### src/rtl/countdown_timer4.sv
// countdown_timer4: 4-bit loadable down-counter with one-shot and periodic modes.
// A three-state controller (IDLE, RUN, DONE) sequences load, start, pause and
// stop; a registered single-cycle terminal-count pulse marks each expiry.
// All state, including the reload register, is cleared synchronously.
module countdown_timer4 (
    input  logic       clk,
    input  logic       clear,
    input  logic       load,
    input  logic [3:0] load_value,
    input  logic       start,
    input  logic       stop,
    input  logic       pause,
    input  logic       auto_reload,
    output logic [3:0] counter,
    output logic       busy,
    output logic       done,
    output logic       tc
);

    typedef enum logic [1:0] {
        S_IDLE = 2'd0,
        S_RUN  = 2'd1,
        S_DONE = 2'd2
    } state_e;

    state_e     state_q, state_d;
    logic [3:0] count_q, count_d;
    logic [3:0] reload_q, reload_d;
    logic       tc_q, tc_d;

    // Register update; clear overrides every other input in every state.
    always_ff @(posedge clk) begin
        // NOTE: non-blocking assignments keep every register sampling the
        // pre-edge values, so update order inside this block does not matter.
        if (clear) begin
            state_q  <= S_IDLE;
            count_q  <= 4'd0;
            reload_q <= 4'd0;
            tc_q     <= 1'b0;
        end else begin
            state_q  <= state_d;
            count_q  <= count_d;
            reload_q <= reload_d;
            tc_q     <= tc_d;
        end
    end

    // Next-state, count, reload and terminal-count decisions.
    always_comb begin
        // NOTE: every signal gets a hold/default value first so that no path
        // through the case below leaves one unassigned (which would infer a latch).
        state_d  = state_q;
        count_d  = count_q;
        reload_d = reload_q;
        tc_d     = 1'b0;

        unique case (state_q)
            S_IDLE, S_DONE: begin
                if (load) begin
                    // Load wins over start and always lands in IDLE.
                    count_d  = load_value;
                    reload_d = load_value;
                    state_d  = S_IDLE;
                end else if (start && (count_q != 4'd0)) begin
                    state_d = S_RUN;
                end
                // start with a zero count is ignored: state and count hold.
            end

            S_RUN: begin
                if (stop) begin
                    // Abort with the current count preserved.
                    state_d = S_IDLE;
                end else if (!pause) begin
                    if (count_q > 4'd1) begin
                        count_d = count_q - 4'd1;
                    end else if (count_q == 4'd1) begin
                        tc_d = 1'b1;
                        if (auto_reload) begin
                            // Periodic: restart from the reload value, stay in RUN.
                            count_d = reload_q;
                        end else begin
                            count_d = 4'd0;
                            state_d = S_DONE;
                        end
                    end else begin
                        // A zero count in RUN is unreachable through load/start;
                        // retire to DONE rather than wrap to 15.
                        state_d = S_DONE;
                    end
                end
                // pause without stop freezes the count and keeps tc low.
            end

            default: begin
                state_d = S_IDLE;
            end
        endcase
    end

    assign counter = count_q;
    assign busy    = (state_q == S_RUN);
    assign done    = (state_q == S_DONE);
    assign tc      = tc_q;

endmodule

### config.mk
export PLATFORM = sky130hd
export DESIGN_NAME = countdown_timer4
export DESIGN_NICKNAME = d
export VERILOG_FILES = /design/src/rtl/countdown_timer4.sv
export SDC_FILE = /design/constraint.sdc
export NUM_CORES = 1
export LEC_CHECK = 0
export CAP_MARGIN = 20
export CORE_MARGIN = 5
export CORE_UTILIZATION = 40
export DETAILED_ROUTE_END_ITERATION = 10
export PLACE_DENSITY = 0.7
export SLEW_MARGIN = 5
export SYNTH_ARGS = -nofsm -noshare
export SYNTH_HDL_FRONTEND = slang
export SYNTH_SLANG_ARGS = --single-unit
### constraint.sdc
create_clock -name clk -period 1.85 [get_ports clk]
set_input_delay 0.2775 -clock clk [delete_from_list [all_inputs] [get_ports clk]]
set_output_delay 0.2775 -clock clk [all_outputs]
set_load 0.005 [all_outputs]
==> flow_metrics.py, run 1 <==
metrics = {
    "run_status": {
        "status": "finished clean",
    },
    "global_routing": {
        "grt_first_pass_wirelength_mm": 2.64,
        "antenna_found_initial": 0,
        "grt_max_degree": 16,
        "grt_usage_pct": 13.7,
        "grt.overflow.total": 0,
        "grt_pass1_vias": 633,
    },
    "sta": {
        "tightestPinTransition_ps": 483,
        "finalHoldViolCount": 0,
        "fmax_mhz": 576,
        "rsz0062_at_grt": "no",
        "fin_worst_skew_ps": 3.56,
        "slew_headroom_pct": 67.7,
        "finalSetupViolCount": 0,
        "fin_setup_tns_ps": 0,
        "slew_violations": 0,
        "fin_crit_ps": 1740,
        "min_period_over_period_pct": 93.8,
    },
    "clock_network": {
        "cts_sinks": 11,
        "htreeDepth": 1,
        "clock_latency_ps": 270,
        "post_cts_buffers": 0,
        "path_clk_slew_ps": 80,
        "hold_buffers": 0,
        "cts-buffers-inserted": 3,
        "cts_root_buf": "clkbuf_4",
        "cts_resized": 0,
        "cts_tree": "yes",
        "cts_buffer_depth": 2,
    },
    "drt": {
        "drc": 0,
        "route.detailed.wl_per_inst_um": 14.0,
        "postRouteWirelength_mm": 1.56,
        "drt-initial-drc-count": 7,
        "drtAntennaViolNets": 0,
        "drtPass1Iterations": 4,
        "vias": 628,
        "avgViaCountPerCell": 5.66,
    },
    "worst_setup_path": {
        "cp_slowest_stage_delay_ps": 350,
        "end_kind": "register",
        "worst-path-max-fanout": 5,
        "cp.required_ps": 2000,
        "timing.critical_path.arrival_ps": 1880,
        "path_delay_family": "simple AND/OR/NAND/NOR gates",
        "crit_chain": "inv_1 > ha_1 > or2_2 > and2_2 > a311oi_1 > o41ai_1",
        "cp-start-kind": "register",
        "critPathBufInv": 1,
        "critPathSlowestCell": "dfxtp_2",
        "crit_type": "reg -> reg",
    },
    "cells_and_area": {
        "diodes": 0,
        "nets": 110,
        "drive_gt1_share_pct": 21.1,
        "final_util_pct": 60.5,
        "area_delta_synth_final_pct": 43.2,
        "final_cells": 111,
    },
    "logic_synthesis": {
        "async_reset_ff_share_pct": 0,
        "synth_area_um2": 637,
        "postSynthAreaPerCell_um2": 9.10,
        "synthFlopType": "dfxtp_1",
        "seq_area_frac_synth_pct": 34.6,
        "synth_edf_count": 0,
        "syn_nets": 84,
        "syn_inst": 70,
        "yosys_warnings": 0,
        "synth_cell_types": 26,
        "ys_ff_latch": 11,
    },
    "placed_design": {
        "hpwl_mm": 1.20,
        "placedCellCount": 107,
        "port_buffers": 17,
        "gp_congestion": 0.793,
    },
    "floorplanning": {
        "start_util_pct": 42.3,
        "core-area_mm2": 0.00151,
        "die-area_mm2": 0.00249,
        "die_w_um": 49.9,
        "ios": 18,
        "rows": 14,
        "die_y_um": 49.9,
    },
    "min_path": {
        "min-delay-path-class": "reg -> reg",
    },
    "power": {
        "p_leak_nw": 0.355,
        "powerDensity_mw_per_mm2": 737,
        "ir_drop_uv": 488,
    },
    "flow_run": {
        "cap_violations": 0,
    },
}
cell usage after synthesis (2+ instances only):
master    number  area (um^2)
a21oi_1        4         20.0
a311oi_1       4         35.0
dfxtp_1       11          220
ha_1           3         37.5
inv_1          3         11.3
mux2i_1        5         50.1
nand3b_1       4         30.0
nor2_1        13         48.8
nor2b_1        2         12.5
nor3_1         2         10.0
o41ai_1        4         35.0
layer usage:
layer / vias up / global-route usage, % / routed length, um
li1: 313 / - / -
met1: 293 / 15.6 / 700
met2: 18 / 22.2 / 718
met3: 4 / 3.92 / 97
met4: 0 / 7.86 / 42
met5: - / 0 / 0
cell type report:
class | instances | area, um^2
inverter | 3 | 11.3
clock buffer | 3 | 22.5
timing repair buffer | 23 | 215
multi-input combinational | 54 | 417
clock inverter | 1 | 5.00
sequential | 11 | 221
tap | 16 | 20.0
fill | 136 | 594
registers in the layout, indices dropped and copies added (netlist names):
| name | flops |
|---|---|
| state_q | 2 |
| reload_q | 4 |
| counter | 4 |
| tc | 1 |
through the flow:
| step | power (W) | worst slack [ps] | area, um^2 | hold slack (ps) |
|---|---|---|---|---|
| after detailed placement | 0.000498 | 119 | 863 | 501 |
| after CTS | 0.000667 | 104 | 891 | 520 |
| after global placement | 0.000497 | 112 | 863 | 490 |
| after global routing | 0.000718 | 19.1 | 912 | 544 |
| final | 0.000672 | 114 | 912 | 517 |
| after floorplan | 0.000402 | 166 | 637 | 380 |
tightest hold or removal path: stages, from the launching register on:
cell and delay (ps):
dfxtp_1 340, mux2i_1 70, nor2_1 70
final timing paths:
| kind | startpoint | end | slack [ps] | depth (start not counted) |
|---|---|---|---|---|
| setup / recovery | counter[0] | counter[0] | 110 | 6 |
| hold / removal | reload_q[0] | reload_q[0] | 520 | 2 |
| setup reg to reg | counter[0] | counter[0] | 110 | 6 |
| hold reg to reg | reload_q[0] | reload_q[0] | 520 | 2 |
cells in the final DEF (no fill, tap or decap), drive strengths merged:
| cell | synthesis | layout |
|---|---|---|
| clkdlybuf4s50 | 0 | 17 |
| nor2 | 13 | 13 |
| dfxtp | 11 | 11 |
| buf | 1 | 6 |
| mux2i | 5 | 5 |
| a21oi | 4 | 4 |
| nand3b | 4 | 4 |
| o41ai | 4 | 4 |
| a311oi | 4 | 4 |
| inv | 3 | 3 |
| ha | 3 | 3 |
| clkbuf | 1 | 3 |
| nor2b | 2 | 2 |
| nor3 | 2 | 2 |
| nand2b | 1 | 1 |
| and4 | 1 | 1 |
| or3b | 1 | 1 |
| a211oi | 1 | 1 |
| or2 | 1 | 1 |
| a311o | 1 | 1 |
| a22oi | 1 | 1 |
| and2 | 1 | 1 |
| mux2 | 1 | 1 |
| or4b | 1 | 1 |
| a31oi | 1 | 1 |
| nand2 | 1 | 1 |
| or3 | 1 | 1 |
| clkinv | 0 | 1 |
cell families (layout without fill, tap and decap cells):
group	count (synthesis)	after routing	synth area share [%]
AOI/OAI and AO/OA	16	16	21.4
adders and majority gates	3	3	5.89
buffers and inverters	5	30	3.14
DFF	11	11	34.6
muxes	6	6	9.63
and+or+nand+nor	29	29	25.3
power by group:
group | total [W] | switching [W] | internal (W) | leakage (nW)
Sequential | 0.000275 | 0.0000193 | 0.000255 | 0.0907
Combinational | 0.000230 | 0.000106 | 0.000124 | 0.247
Clock | 0.000168 | 0.0000878 | 0.0000801 | 0.0177
Total | 0.000672 | 0.000213 | 0.000459 | 0.355
Power figures use the tool's default switching activity.
==> run 2, diff against run 1 <==
--- a/config.mk
+++ b/config.mk
@@ -6,10 +6,12 @@
 export NUM_CORES = 1
 export LEC_CHECK = 0
 export CAP_MARGIN = 20
+export CELL_PAD_IN_SITES_DETAIL_PLACEMENT = 2
+export CELL_PAD_IN_SITES_GLOBAL_PLACEMENT = 2
 export CORE_MARGIN = 5
-export CORE_UTILIZATION = 40
+export CORE_UTILIZATION = 26
 export DETAILED_ROUTE_END_ITERATION = 10
-export PLACE_DENSITY = 0.7
+export PLACE_DENSITY = 0.75
 export SLEW_MARGIN = 5
 export SYNTH_ARGS = -nofsm -noshare
 export SYNTH_HDL_FRONTEND = slang
==> flow_metrics.py, run 2 (synthesized netlist as in run 1, its figures left out) <==
metrics = {
    "power": {
        "powerDensity_mw_per_mm2": 734,
        "p_leak_nw": 0.360,
        "ir_drop_uv": 325,
        "finalPower_w": 0.000692,
    },
    "cells_and_area": {
        "diodes": 0,
        "drive_gt1_share_pct": 24.0,
        "final_cell_mix": "17 x clkdlybuf4s50_1, 13 x nor2_1, 10 x dfxtp_1, 7 x buf_4, 5 x mux2i_1",
        "register_area_um2": 221,
        "nFillCells": 270,
        "layout_commonest_cell": "clkdlybuf4s50_1",
        "area_delta_synth_final_pct": 47.9,
        "final_cells": 126,
        "nets": 111,
        "multiInputGateArea_um2": 422,
    },
    "sta": {
        "fin_setup_tns_ps": 0,
        "min_period_over_period_pct": 95.1,
        "finalHoldViolCount": 0,
        "rsz0062_at_grt": "no",
        "slew_violations": 0,
        "tightestPinTransition_ps": 320,
        "finalSetupViolCount": 0,
        "fin_worst_skew_ps": 7.94,
        "fmax_mhz": 569,
        "fin_crit_ps": 1760,
        "slew_headroom_pct": 78.4,
    },
    "worst_setup_path": {
        "timing.critical_path.arrival_ps": 1480,
        "cp.required_ps": 1570,
        "crit_type": "reg -> out",
        "cp-start-kind": "register",
        "worst-path-max-fanout": 7,
        "end_kind": "output port",
    },
    "min_path": {
        "min-delay-path-class": "reg -> reg",
    },
    "clock_network": {
        "path_clk_slew_ps": 90,
        "cts_sinks": 11,
        "cts_buffer_depth": 2,
        "hold_buffers": 0,
        "post_cts_buffers": 0,
        "cts-buffers-inserted": 3,
        "cts_tree": "yes",
        "htreeDepth": 1,
        "clock_latency_ps": 270,
        "cts_root_buf": "clkbuf_4",
    },
    "global_routing": {
        "grt_first_pass_wirelength_mm": 3.38,
        "grt.overflow.total": 0,
        "grt_usage_pct": 13.1,
        "grt_max_degree": 16,
        "grt_pass1_vias": 738,
        "antenna_found_initial": 0,
    },
    "floorplanning": {
        "core-area_mm2": 0.00241,
        "die-area_mm2": 0.00354,
        "die_w_um": 59.5,
        "start_util_pct": 26.4,
        "ios": 18,
        "die_y_um": 59.5,
        "rows": 18,
    },
    "drt": {
        "drtPass1Iterations": 3,
        "drtAntennaViolNets": 0,
        "drt-initial-drc-count": 7,
        "vias": 637,
        "postRouteWirelength_mm": 2.06,
        "route.detailed.wl_per_inst_um": 16.4,
        "drc": 0,
        "avgViaCountPerCell": 5.06,
    },
    "placed_design": {
        "placedCellCount": 122,
        "port_buffers": 17,
        "gp_congestion": 0.782,
        "hpwl_mm": 1.60,
    },
    "flow_run": {
        "cap_violations": 0,
    },
    "run_status": {
        "status": "finished clean",
    },
}
-- run 2: worst paths after layout --
kind,slack [ps],depth (start not counted),to,start
max,90,3,busy,state_q[0]
min,530,2,reload_q[0],reload_q[0]
max reg2reg,110,6,counter[0],counter[0]
min reg2reg,530,2,reload_q[0],reload_q[0]
-- run 2: what timing repair did --
action | in CTS | in global routing
gates resized for setup | 0 | 7
endpoints found under the setup margin | 0 | 6
endpoints found under the hold margin | 0 | 0
-- run 2: cell type report --
type | count | area share (%)
Timing Repair Buffer | 24 | 23.6
Clock buffer | 3 | 2.39
Tap cell | 30 | 3.98
Inverter | 3 | 1.20
Multi-Input combinational cell | 54 | 44.8
Clock inverter | 1 | 0.531
Sequential cell | 11 | 23.5
-- run 2: worst max-delay path, stage by stage (launching register included) --
cell,delay [ps]
dfxtp_1,420
nand2b_2,170
inv_1,110
clkdlybuf4s50_1,500
-- run 2: stage by stage --
step | cell area [um^2] | utilization [%] | hold slack [ps] | setup slack, ps
CTS | 916 | 38.0 | 528 | 15.7
detailed placement | 888 | 36.9 | 507 | 30.7
floorplan | 637 | - | 380 | 166
global route | 942 | 39.1 | 582 | 31.9
finish | 942 | 39.1 | 527 | 91.1
global placement | 888 | 36.9 | 491 | 73.9
-- run 2: routing by layer --
layer,vias up,wire [um],global-route usage (%)
met5,-,0,0
met3,2,78,3.70
met4,0,15,4.75
li1,315,-,-
met1,306,900,15.5
met2,14,1070,22.3
-- run 2: power breakdown --
group | switching [W] | leakage (nW) | internal (W)
clock | 0.0000926 | 0.0177 | 0.0000800
sequential | 0.0000181 | 0.0907 | 0.000255
combinational | 0.000119 | 0.252 | 0.000127
